**config.mk**
```make
export PLATFORM = sky130hd
export DESIGN_NAME = aes_sbox_scheduler_flat
export DESIGN_NICKNAME = d
export VERILOG_FILES = /design/src/rtl/aes_sbox_scheduler_if.sv /design/src/rtl/aes_sbox_scheduler.sv /design/src/flat_wrapper.sv
export SDC_FILE = /design/constraint.sdc
export NUM_CORES = 1
export LEC_CHECK = 0
export CORE_ASPECT_RATIO = 1.25
export CORE_MARGIN = 4
export CORE_UTILIZATION = 40
export CTS_BUF_LIST = sky130_fd_sc_hd__clkbuf_2 sky130_fd_sc_hd__clkbuf_4 sky130_fd_sc_hd__clkbuf_8
export CTS_CLUSTER_SIZE = 16
export DETAILED_ROUTE_END_ITERATION = 7
export PLACE_DENSITY = 0.75
export SKIP_LAST_GASP = 1
export SLEW_MARGIN = 25
export SYNTH_ARGS = -nofsm -noshare
export SYNTH_HDL_FRONTEND = slang
export SYNTH_SLANG_ARGS = --single-unit
```
**constraint.sdc**
```tcl
create_clock -name clk -period 2.9 [get_ports clk]
set_clock_uncertainty 0.2 [all_clocks]
set_input_delay 0.29 -clock clk [delete_from_list [all_inputs] [get_ports clk]]
set_output_delay 0.29 -clock clk [all_outputs]
set_load 0.01 [all_outputs]
```
**src/rtl/aes_sbox_scheduler_if.sv**
```systemverilog
// ---------------------------------------------------------------------------
// aes_sbox_scheduler_if
// Bundles the three handshakes that meet at the shared S-box scheduler.
//   st_*   : cipher-state SubBytes request/response (128-bit state)
//   kw_*   : key-expansion SubWord request/response (32-bit word)
//   sbox_* : issue strobe/word to the S-box ROM and its registered result
// Modports:
//   master : the requesters plus the ROM (drive starts/data and sbox_out)
//   slave  : the scheduler itself
// ---------------------------------------------------------------------------
interface aes_sbox_scheduler_if #(
    parameter int NWORDS = 4
);
    logic                     st_start;
    logic [32*NWORDS-1:0]     st_in;
    logic                     st_busy;
    logic                     st_done;
    logic [32*NWORDS-1:0]     st_result;

    logic                     kw_start;
    logic [31:0]              kw_in;
    logic [7:0]               kw_rcon;
    logic                     kw_busy;
    logic                     kw_done;
    logic [31:0]              kw_result;

    logic                     sbox_en;
    logic [31:0]              sbox_in;
    logic [31:0]              sbox_out;

    modport master (
        output st_start, st_in, kw_start, kw_in, kw_rcon, sbox_out,
        input  st_busy, st_done, st_result, kw_busy, kw_done, kw_result,
               sbox_en, sbox_in
    );

    modport slave (
        input  st_start, st_in, kw_start, kw_in, kw_rcon, sbox_out,
        output st_busy, st_done, st_result, kw_busy, kw_done, kw_result,
               sbox_en, sbox_in
    );
endinterface

```
**src/rtl/aes_sbox_scheduler.sv**
```systemverilog
// ---------------------------------------------------------------------------
// aes_sbox_scheduler
// Time-multiplexes one 32-bit, 1-cycle registered S-box ROM between the
// cipher-state path (SubBytes over NWORDS words) and key expansion (SubWord).
// Ports:
//   clk    : clock
//   reset  : synchronous, active-low reset
//   bus    : aes_sbox_scheduler_if.slave (st_*, kw_*, sbox_* signals)
// Optional build macro AES_SBOX_KEY_ROTWORD_EN: key path applies RotWord
// before the S-box and XORs kw_rcon into byte 0 of the result.
// ---------------------------------------------------------------------------
module aes_sbox_scheduler #(
    parameter int NWORDS = 4
) (
    input  logic                  clk,
    input  logic                  reset,
    aes_sbox_scheduler_if.slave   bus
);
    localparam int IW = (NWORDS > 1) ? $clog2(NWORDS) : 1;
    localparam int CW = $clog2(NWORDS + 1);

    logic [NWORDS-1:0][31:0] r_st_in;
    logic [NWORDS-1:0][31:0] r_st_part;
    logic [NWORDS-1:0][31:0] r_st_result;
    logic [CW-1:0]           r_st_idx;
    logic                    r_st_busy;
    logic                    r_st_done;

    logic [31:0]             r_kw_in;
    logic [31:0]             r_kw_result;
    logic                    r_kw_busy;
    logic                    r_kw_issued;
    logic                    r_kw_done;
`ifdef AES_SBOX_KEY_ROTWORD_EN
    logic [7:0]              r_kw_rcon;
`endif

    // One-deep in-flight tag: the ROM latency is fixed at one cycle.
    logic                    r_tag_vld;
    logic                    r_tag_key;
    logic [IW-1:0]           r_tag_idx;

    logic                    w_kw_elig;
    logic                    w_st_elig;
    logic                    w_iss_kw;
    logic                    w_iss_st;
    logic [IW-1:0]           w_st_sel;
    logic [31:0]             w_kw_word;
    logic [31:0]             w_kw_res;
    logic [31:0]             w_sbox_in;
    logic [NWORDS-1:0][31:0] w_st_final;

`ifdef AES_SBOX_KEY_ROTWORD_EN
    assign w_kw_word = {r_kw_in[7:0], r_kw_in[31:8]};
    assign w_kw_res  = bus.sbox_out ^ {24'h0, r_kw_rcon};
`else
    assign w_kw_word = r_kw_in;
    assign w_kw_res  = bus.sbox_out;
`endif

    // Key has priority; it holds at most one word, so state cannot starve.
    assign w_kw_elig = r_kw_busy && !r_kw_issued;
    assign w_st_elig = r_st_busy && (r_st_idx < CW'(NWORDS));
    assign w_iss_kw  = w_kw_elig;
    assign w_iss_st  = w_st_elig && !w_kw_elig;
    assign w_st_sel  = r_st_idx[IW-1:0];

    always_comb begin
        w_sbox_in = '0;
        if (w_iss_kw)
            w_sbox_in = w_kw_word;
        else if (w_iss_st)
            w_sbox_in = r_st_in[w_st_sel];
        // Final state word merges straight into the result register.
        w_st_final = r_st_part;
        w_st_final[r_tag_idx] = bus.sbox_out;
    end

    assign bus.sbox_en   = w_iss_kw | w_iss_st;
    assign bus.sbox_in   = w_sbox_in;
    assign bus.st_busy   = r_st_busy;
    assign bus.st_done   = r_st_done;
    assign bus.st_result = r_st_result;
    assign bus.kw_busy   = r_kw_busy;
    assign bus.kw_done   = r_kw_done;
    assign bus.kw_result = r_kw_result;

    always_ff @(posedge clk) begin
        if (!reset) begin
            r_st_in     <= '0;
            r_st_part   <= '0;
            r_st_result <= '0;
            r_st_idx    <= '0;
            r_st_busy   <= 1'b0;
            r_st_done   <= 1'b0;
            r_kw_in     <= '0;
            r_kw_result <= '0;
            r_kw_busy   <= 1'b0;
            r_kw_issued <= 1'b0;
            r_kw_done   <= 1'b0;
`ifdef AES_SBOX_KEY_ROTWORD_EN
            r_kw_rcon   <= '0;
`endif
            r_tag_vld   <= 1'b0;
            r_tag_key   <= 1'b0;
            r_tag_idx   <= '0;
        end else begin
            r_kw_done <= 1'b0;
            r_st_done <= 1'b0;

            // Collect: busy drops together with the done pulse.
            if (r_tag_vld) begin
                if (r_tag_key) begin
                    r_kw_result <= w_kw_res;
                    r_kw_done   <= 1'b1;
                    r_kw_busy   <= 1'b0;
                    r_kw_issued <= 1'b0;
                end else begin
                    r_st_part[r_tag_idx] <= bus.sbox_out;
                    if (r_tag_idx == IW'(NWORDS - 1)) begin
                        r_st_result <= w_st_final;
                        r_st_done   <= 1'b1;
                        r_st_busy   <= 1'b0;
                    end
                end
            end

            // Capture: only an idle channel accepts a start.
            if (bus.st_start && !r_st_busy) begin
                r_st_in   <= bus.st_in;
                r_st_busy <= 1'b1;
                r_st_idx  <= '0;
            end
            if (bus.kw_start && !r_kw_busy) begin
                r_kw_in   <= bus.kw_in;
`ifdef AES_SBOX_KEY_ROTWORD_EN
                r_kw_rcon <= bus.kw_rcon;
`endif
                r_kw_busy <= 1'b1;
            end

            // Issue bookkeeping.
            r_tag_vld <= w_iss_kw | w_iss_st;
            r_tag_key <= w_iss_kw;
            r_tag_idx <= w_st_sel;
            if (w_iss_kw)
                r_kw_issued <= 1'b1;
            if (w_iss_st)
                r_st_idx <= r_st_idx + 1'b1;
        end
    end
endmodule

```
**src/flat_wrapper.sv**
```systemverilog
// flat-port wrapper written by rule: the top's interface ports become plain ports
module aes_sbox_scheduler_flat 
#(
    parameter int NWORDS = 4
)
  (clk, reset, bus_st_start, bus_st_in, bus_kw_start, bus_kw_in, bus_kw_rcon, bus_sbox_out, bus_st_busy, bus_st_done, bus_st_result, bus_kw_busy, bus_kw_done, bus_kw_result, bus_sbox_en, bus_sbox_in);
  aes_sbox_scheduler_if #(.NWORDS(NWORDS)) bus_i ();
  input  logic clk;
  input  logic reset;
  input wire logic [$bits(bus_i.st_start)-1:0] bus_st_start;
  input wire logic [$bits(bus_i.st_in)-1:0] bus_st_in;
  input wire logic [$bits(bus_i.kw_start)-1:0] bus_kw_start;
  input wire logic [$bits(bus_i.kw_in)-1:0] bus_kw_in;
  input wire logic [$bits(bus_i.kw_rcon)-1:0] bus_kw_rcon;
  input wire logic [$bits(bus_i.sbox_out)-1:0] bus_sbox_out;
  output wire logic [$bits(bus_i.st_busy)-1:0] bus_st_busy;
  output wire logic [$bits(bus_i.st_done)-1:0] bus_st_done;
  output wire logic [$bits(bus_i.st_result)-1:0] bus_st_result;
  output wire logic [$bits(bus_i.kw_busy)-1:0] bus_kw_busy;
  output wire logic [$bits(bus_i.kw_done)-1:0] bus_kw_done;
  output wire logic [$bits(bus_i.kw_result)-1:0] bus_kw_result;
  output wire logic [$bits(bus_i.sbox_en)-1:0] bus_sbox_en;
  output wire logic [$bits(bus_i.sbox_in)-1:0] bus_sbox_in;
  assign bus_i.st_start = bus_st_start;
  assign bus_i.st_in = bus_st_in;
  assign bus_i.kw_start = bus_kw_start;
  assign bus_i.kw_in = bus_kw_in;
  assign bus_i.kw_rcon = bus_kw_rcon;
  assign bus_i.sbox_out = bus_sbox_out;
  assign bus_st_busy = bus_i.st_busy;
  assign bus_st_done = bus_i.st_done;
  assign bus_st_result = bus_i.st_result;
  assign bus_kw_busy = bus_i.kw_busy;
  assign bus_kw_done = bus_i.kw_done;
  assign bus_kw_result = bus_i.kw_result;
  assign bus_sbox_en = bus_i.sbox_en;
  assign bus_sbox_in = bus_i.sbox_in;
  aes_sbox_scheduler #(.NWORDS(NWORDS)) u_core (.clk(clk), .reset(reset), .bus(bus_i));
endmodule
```
-- Word level (Yosys, flattened, before mapping)
Cells that the tools add are included.
- reductions and logical operators: 25
- bitwise operators: 4
- order comparisons: 4
- equal/unequal tests: 2
- muxes and demuxes: 19
- add/sub/neg operators: 1
- operator list (kind ; count):
    128-bit bitwise mux ; 1
    32-bit 2-to-1 mux ; 4
    32-bit binary-select mux with 2-bit select ; 1
    32-bit demux with 2-bit select ; 1
    2-bit nonzero test ; 7
    1-bit 2-to-1 mux ; 10
    2-bit AND reduction ; 5
    1-bit logical AND ; 6
    2-bit by 3-bit < comparator with 1-bit output, second input constant ; 2
    3-bit 2-to-1 mux ; 2
    3-bit AND reduction ; 2
    1-bit zero test ; 4
    3-bit by 1-bit adder with 3-bit output, second input constant ; 1
    3-bit < comparator, second input constant ; 1
    1-bit NOT ; 3
    3-bit OR reduction ; 1
    2-bit == test, second input constant ; 1
    2-bit by 1-bit >= comparator with 1-bit output, second input constant ; 1
    2-bit != test, second input constant ; 1
    1-bit bitwise OR ; 1
- word-level logic and storage cells: 78
- register bits: 460
- input bits: 204

-- Depth between registers and ports, before layout
Gate-level depths: netlist of run 1.
- depth after elaboration: 6
- depth in mapped cells: 6
- depth with buffers taken out: 4

-- Worst setup path before layout of run 1
OpenSTA, ideal clock, no wires.
- kind: flip-flop to output port
- start point: register u_core.r_st_idx[0]
- end point: output port bus_sbox_in[10]
- stages on the path, launching flop included: 5
- required time: 2.410 ns
- data arrival time: 1.591 ns
- slack: 0.819 ns
- cell sequence: dfxtp_1 buf_2 buf_2 mux4_2 a22o_1
- cells in the longest elaborated chain, start to end: 5
- elaborated cells on any way between the ends: 7
- those cells by class: 1 x order compare; 4 x mux; 2 x reduce/logical
- RTL lines (item ; line ; text):
    start, declared ; aes_sbox_scheduler.sv:25 ; logic [CW-1:0] r_st_idx;
    start signal, assigned ; aes_sbox_scheduler.sv:149 ; r_st_idx <= r_st_idx + 1'b1;
    3-bit < comparator ; aes_sbox_scheduler.sv:63 ; assign w_st_elig = r_st_busy && (r_st_idx < CW'(NWORDS));
    1-bit logical AND ; aes_sbox_scheduler.sv:63 ;
    1-bit logical AND ; aes_sbox_scheduler.sv:65 ; assign w_iss_st = w_st_elig && !w_kw_elig;
    32-bit 2-to-1 mux (*) ; aes_sbox_scheduler.sv:72 ; else if (w_iss_st)
    32-bit 2-to-1 mux (*) ; aes_sbox_scheduler.sv:70 ; if (w_iss_kw)
    end, declared ; flat_wrapper.sv:23 ; output wire logic [$bits(bus_i.sbox_in)-1:0] bus_sbox_in;
Every way passes the cells marked *; elsewhere a longest branch is shown, timed or not. The select of a mux whose other input is x is not followed.

-- Worst setup path after layout of run 1
- start point: register u_core.r_st_idx[0]
- end point: output port bus_sbox_in[17]
The elaborated chain is that of the path after synthesis.

==> results of run 1 <==
==> critical path: cells and delay by family, from the launching register on <==
kind / cells / cell delay, ps
mux: 1 / 500
compound gates: 1 / 230
buf+inv: 3 / 610
flops: 1 / 400
==> cell type report <==
cell class                      instances  area share (%)
Timing Repair Buffer                  481            21.4
Sequential cell                       428            37.8
Inverter                                2          0.0662
Clock buffer                          107            5.83
Multi-Input combinational cell       1196            31.4
Tap cell                              546            3.01
Clock inverter                         11           0.430
Antenna cell                            2          0.0221
==> routing by layer <==
layer | global-route usage, % | wire length [um] | vias up | share of wire (%)
met5 | 0 | 15 | - | 0.029
met4 | 11.1 | 2160 | 4 | 4.1
met3 | 5.64 | 3970 | 132 | 7.6
met2 | 39.9 | 26400 | 619 | 50
met1 | 25.6 | 19700 | 6938 | 38
li1 | - | - | 6908 | -
==> flip-flops by register name (all words and copies together), names as in the netlist <==
name / flops
u_core.bus.st_result: 128
u_core.r_st_in: 128
u_core.r_st_part: 96
u_core.bus.kw_result: 32
u_core.r_kw_in: 32
u_core.r_st_idx: 3
u_core.r_tag_idx: 2
u_core.bus.kw_busy: 1
u_core.bus.kw_done: 1
u_core.bus.st_busy: 1
u_core.bus.st_done: 1
u_core.r_kw_issued: 1
u_core.r_tag_key: 1
u_core.r_tag_vld: 1
==> worst min path at each step <==
| stage | from | endpoint | slack, ps |
|---|---|---|---|
| after floorplan | reset | u_core.bus.st_busy | 220 |
| after global placement | u_core.r_st_in[119] | u_core.r_st_in[119] | 240 |
| after detailed placement | u_core.r_st_in[89] | u_core.r_st_in[89] | 240 |
| after CTS | bus_st_in[111] | u_core.r_st_in[111] | 0.3 |
| after global routing | bus_kw_in[7] | u_core.r_kw_in[7] | 20 |
| final | bus_st_in[111] | u_core.r_st_in[111] | 50 |
==> power by group through the flow <==
stage	Clock, mW	Sequential (mW)	Combinational, mW
final	5.34	6.20	1.49
after global routing	5.72	6.22	1.62
after CTS	5.46	6.20	1.49
after detailed placement	0	6.34	1.41
after global placement	0	6.32	1.39
after floorplan	0	6.28	0.777
==> synthesized netlist by cell type, drive strengths merged <==
library cell / number / area share [%]
buf: 71 / 2.1
a22o: 65 / 3.5
nand4: 1 / 0.076
nand2: 578 / 13
clkbuf: 117 / 2.7
o2bb2ai: 96 / 5.1
mux2i: 96 / 5.9
nor2b: 5 / 0.21
a21oi: 293 / 9.0
nor4bb: 2 / 0.12
nand2b: 6 / 0.23
a32oi: 1 / 0.054
inv: 2 / 0.046
or4b: 1 / 0.061
mux4: 32 / 4.4
or3: 1 / 0.038
ha: 1 / 0.076
and2: 3 / 0.11
a31oi: 1 / 0.13
nand4bb: 2 / 0.14
nor2: 7 / 0.18
dfxtp: 428 / 52
nand3: 1 / 0.031
nor4b: 1 / 0.092
o211ai: 2 / 0.092
==> kinds of logic (layout without fill, tap and decap cells) <==
| kind of cell | Yosys count | count (layout) | synth area share (%) |
|---|---|---|---|
| AND/OR/NAND/NOR | 608 | 609 | 14.5 |
| AO/OA/AOI/OAI | 458 | 458 | 17.9 |
| flip-flops | 428 | 428 | 52.4 |
| buffers and inverters | 190 | 601 | 4.86 |
| multiplexers | 128 | 128 | 10.3 |
| adder cells (fa/ha/maj) | 1 | 1 | 0.0765 |
| other | 0 | 2 | 0 |
==> timing repair <==
action | 4_1_cts | 5_1_grt
resized for setup | 37 | 4
endpoints found under the setup margin | 32 | 8
buffers inserted | 9 | 2
gates cloned | 1 | 0
pin swaps | 2 | 0
hold buffers | 35 | 0
endpoints found under the hold margin | 35 | 0
==> out/metrics.yaml, run 1 <==
dp_hpwl_um: 34200
rsz0062_at_grt: "yes"
internal-power_mw: 9.78
cts_tree: "done"
wl_um: 52300
p_sw_mw: 3.25
clock_latency_ps: 610
ys_seq_area_share_pct: 52.4
power.density_nw_per_um2: 575
grt_max_degree: 152
hp-class: "in2reg"
final_cells: 2773
cts_made_buffers: 66
crit_chain: "buf_4, buf_4, mux4_2, a22o_1, dlygate4sd2_1"
grt_pass1_wl_um: 79800
design_area_um2: 22700
die_x_um: 189
r2r-end: "u_core.bus.st_result[52]"
fillers: 3470
post-route-period-util_pct: 97.4
ys_types: 30
reg2reg_from: "u_core.r_tag_idx[1]"
max_cap_violations: 0
rrSetupSlack_ps: 550
grt_pass1_vias: 14600
root_buffer: "clkbuf_8"
ys_ff_latch: 428
cpMostUsedCell: "buf_4"
num_vias: 14600
track_usage_pct: 22.6
htreeDepth: 3
dieArea_um2: 44200
worstSetupPathType: "reg2out"
fmaxAchievable_mhz: 354
relSlewSlack_pct: 45.5
die_y_um: 234
drv_slew: 0
cp.required_ps: 2410
fin_crit_ps: 2830
num_rows: 82
crit_slowest_cell: "mux4_2"
yosys_warnings: 0
p_clk_share_pct: 41.0
multiInputGateArea_um2: 7120
cp-endpoint: "bus_sbox_in[17]"
p_leak_nw: 8.77
drc: 0
min_path_cells: 3
layout-drive-gt1-share_pct: 10.1
layout_commonest_cell: "nand2_1"
syn-num-nets: 2018
finalSetupViolCount: 0
first_iter_violations: 897
drt-vias-per-instance: 5.27
place_area_um2: 20800
ir_drop_uv: 325
antenna_left: 0
register_area_um2: 8580
dp_worst_setup_slack_ps: 262
wl_per_cell_um: 18.8
cts.sinks: 428
clockBufferDepth: 3
critPathLaunchType: "flop"
arrival_ps: 2340
status: "complete, no violations"
portBuffers: 392
path_clk_slew_ps: 60
worst_pin_slew_ps: 818
first_pass_iters: 5
avgSynthCellArea_um2: 9.02
area_growth_pct: 38.7
power_frac_comb_pct: 11.5
core_um2: 40200
start_util_pct: 40.7
io_pins: 401
fin_setup_tns_ps: 0
critical_path.startpoint: "u_core.r_st_idx[0]"
critPathMaxFanout: 4
syn-instance-count: 1813
power_mw: 13.0
setup_ws_ps: 74.3
utilization_pct: 56.4
timing_hold_violations_final: 0
antenna_found_initial: 3
fin_nets: 2380
r2r.worst_path.cells: 4
p_seq_share_pct: 47.6
dp_cells: 2606
end_kind: "primary output"
worst_hold_slack_ps: 49.2
gp_congestion: 0.906
swShare_pct: 25.0
syn_area_um2: 16400
layout_common_cells: "nand2_1 (578), dfxtp_1 (426), clkdlybuf4s50_1 (360)"
grt-ovfl-total: 0
critPathMaxStageDelay_ps: 500
Note: power is estimated with default switching activity, not from simulation.
==> inputs of run 2 (changes only) <==
--- a/config.mk
+++ b/config.mk
@@ -7,11 +7,11 @@
 export LEC_CHECK = 0
 export CORE_ASPECT_RATIO = 1.25
 export CORE_MARGIN = 4
-export CORE_UTILIZATION = 40
+export CORE_UTILIZATION = 55
 export CTS_BUF_LIST = sky130_fd_sc_hd__clkbuf_2 sky130_fd_sc_hd__clkbuf_4 sky130_fd_sc_hd__clkbuf_8
 export CTS_CLUSTER_SIZE = 16
 export DETAILED_ROUTE_END_ITERATION = 7
-export PLACE_DENSITY = 0.75
+export PLACE_DENSITY = 0.95
 export SKIP_LAST_GASP = 1
 export SLEW_MARGIN = 25
 export SYNTH_ARGS = -nofsm -noshare
==> run 2 against run 1 <==
  * Flip-flop and latch count unchanged
  * Clock power decreased by 2%
  * Die area decreased by 26%
  * Via count increased by 5.9%
  * Worst setup slack got worse by 56 ps
  * Non-clock buffer count decreased by 19
  * Total power decreased by 0.91%
  * Maximum frequency decreased by 2.0%
  * Final cell count decreased by 6.4%
  * Sequential power about the same
  * Utilization increased by 19 points
  * Critical endpoint is now bus_sbox_in[6]
  * Highest routed layer is now met4
==> out/metrics.yaml, run 2 (synthesis results as in run 1) <==
antenna_found_initial: 2  # -1
gp_congestion: 0.881  # -2.8%
antenna_left: 0  # unchanged
fin_crit_ps: 2880  # +56.3 ps
root_buffer: "clkbuf_8"
rrSetupSlack_ps: 650  # +100 ps
layout_common_cells: "nand2_1 (578), dfxtp_1 (426), clkdlybuf4s50_1 (362)"
reg2reg_from: "u_core.r_tag_idx[1]"
layout-drive-gt1-share_pct: 9.60  # -0.51 points
core_um2: 29300  # -27%
worstSetupPathType: "reg2out"
grt_pass1_vias: 15900  # +9.5%
grt_max_degree: 130  # -14%
cts_tree: "done"
finalSetupViolCount: 0  # unchanged
dp_cells: 2448  # -6.1%
min_path_cells: 3  # unchanged
grt-ovfl-total: 0  # unchanged
die_x_um: 162  # -14%
multiInputGateArea_um2: 7100  # -0.37%
cts_made_buffers: 60  # -9.1%
power.density_nw_per_um2: 581  # +1.1%
clock_latency_ps: 630  # +20 ps
cts.sinks: 428  # unchanged
arrival_ps: 2390  # +50 ps
rsz0062_at_grt: "yes"
ir_drop_uv: 407  # +25%
path_clk_slew_ps: 70  # about the same
r2r.worst_path.cells: 4  # unchanged
clockBufferDepth: 3  # unchanged
fillers: 1709  # -51%
io_pins: 401  # unchanged
fin_nets: 2354  # -1.1%
first_pass_iters: 6  # +1
cp.required_ps: 2410  # about the same
first_iter_violations: 1460  # +63%
timing_hold_violations_final: 0  # unchanged
wl_per_cell_um: 21.5  # +14%
htreeDepth: 2  # -1
drv_slew: 0  # unchanged
utilization_pct: 75.8  # +19 points
fmaxAchievable_mhz: 347  # -2.0%
drc: 0  # unchanged
final_cells: 2596  # -6.4%
critPathLaunchType: "flop"
die_y_um: 201  # -14%
portBuffers: 392  # unchanged
drt-vias-per-instance: 5.95  # +13%
grt_pass1_wl_um: 85100  # +6.7%
worst_pin_slew_ps: 810  # -8.44 ps
end_kind: "primary output"
track_usage_pct: 32.4  # +9.8 points
num_vias: 15500  # +5.9%
max_cap_violations: 0  # unchanged
hp-class: "in2reg"
wl_um: 55800  # +6.9%
hold_path_end: "u_core.r_st_in[106]"
min_from: "bus_st_in[106]"
critPathMaxFanout: 6  # +2
r2r-end: "u_core.bus.st_result[55]"
post-route-period-util_pct: 99.4  # +1.9 points
dieArea_um2: 32600  # -26%
dp_hpwl_um: 34400  # +0.58%
area_growth_pct: 35.9
start_util_pct: 55.8  # +15 points
status: "complete, no violations"
layout_commonest_cell: "nand2_1"
num_rows: 70  # -15%
relSlewSlack_pct: 45.8  # +0.33 points
p_leak_nw: 8.74  # -0.40%
register_area_um2: 8580  # unchanged
[run 2: changes by cell type in the layout (fill, tap and decap cells not counted), sizes merged]
cell / before / now
dlygate4sd2: 29 / 21
dlymetal6s2s: 2 / 9
clkdlybuf4s50: 360 / 362
clkbuf: 107 / 95
clkinv: 5 / 10
clkdlybuf4s15: 1 / 0
nor2: 8 / 7
buf: 54 / 49
clkinvlp: 3 / 1
bufinv: 1 / 3
dlygate4sd3: 35 / 21
[run 2: area by class of cell]
cell class                 count  share of cell area (%)
tap                          396                    2.23
clock buffer                  95                    5.38
inverter                       2                  0.0675
sequential                   428                    38.6
antenna                        2                  0.0225
timing repair buffer         462                    21.0
multi-input combinational   1195                    31.9
clock inverter                16                   0.771
[run 2: metal layers]
| metal | vias to the layer above | track usage [%] | wire length [um] |
|---|---|---|---|
| li1 | 6851 | - | - |
| met5 | - | 0 | 0 |
| met2 | 1054 | 55.8 | 27900 |
| met4 | 0 | 21.4 | 3890 |
| met3 | 279 | 7.25 | 5230 |
| met1 | 7274 | 35.5 | 18800 |
[run 2: report_power, final]
part	leakage, nW	internal [mW]	switching (mW)
combinational	4.53	0.690	0.797
sequential	3.48	6.08	0.137
clock	0.729	2.90	2.32
total	8.74	9.66	3.25
[run 2: how the worst max path moves through the flow]
stage,endpoint,from,slack [ps]
2_1_floorplan,bus_sbox_in[10],u_core.r_st_idx[0],820
3_3_place_gp,bus_sbox_in[10],u_core.r_st_idx[0],320
3_5_place_dp,bus_sbox_in[5],u_core.r_st_idx[0],310
4_1_cts,bus_sbox_in[5],u_core.r_st_idx[0],-90
5_1_grt,bus_sbox_in[6],u_core.r_st_idx[0],-50
6_report,bus_sbox_in[6],u_core.r_st_idx[0],20
[run 2: timing repair]
item | CTS | global route
buffers inserted | 8 | 6
endpoints found under the hold margin | 20 | 1
hold buffers | 20 | 1
pin swaps | 0 | 0
endpoints found under the setup margin | 32 | 16
gates resized for setup | 29 | 10
gates cloned | 0 | 0
[run 2: metrics by stage]
stage	power, mW	cell area [um^2]	TNS [ps]	hold WS [ps]	setup slack [ps]
2_1_floorplan	7.06	16400	0	216	819
3_3_place_gp	7.64	20500	0	239	321
3_5_place_dp	7.71	20500	0	246	306
4_1_cts	12.9	22100	-745	0.778	-92.5
5_1_grt	13.3	22200	-109	13.7	-54.0
6_report	12.9	22200	0	23.4	17.9
[run 2: worst max-delay path: stages (launching register included)]
cell and delay, ps:
dfxtp_4 410, buf_6 160, mux4_2 520, a22o_1 220, clkdlybuf4s50_1 470
==> inputs of run 3 (changes only) <==
--- a/config.mk
+++ b/config.mk
@@ -5,6 +5,7 @@
 export SDC_FILE = /design/constraint.sdc
 export NUM_CORES = 1
 export LEC_CHECK = 0
+export ABC_AREA = 0
 export CORE_ASPECT_RATIO = 1.25
 export CORE_MARGIN = 4
 export CORE_UTILIZATION = 55
==> results of run 3 <==
The final DEF is identical to that of run 2; final timing and power are the same.
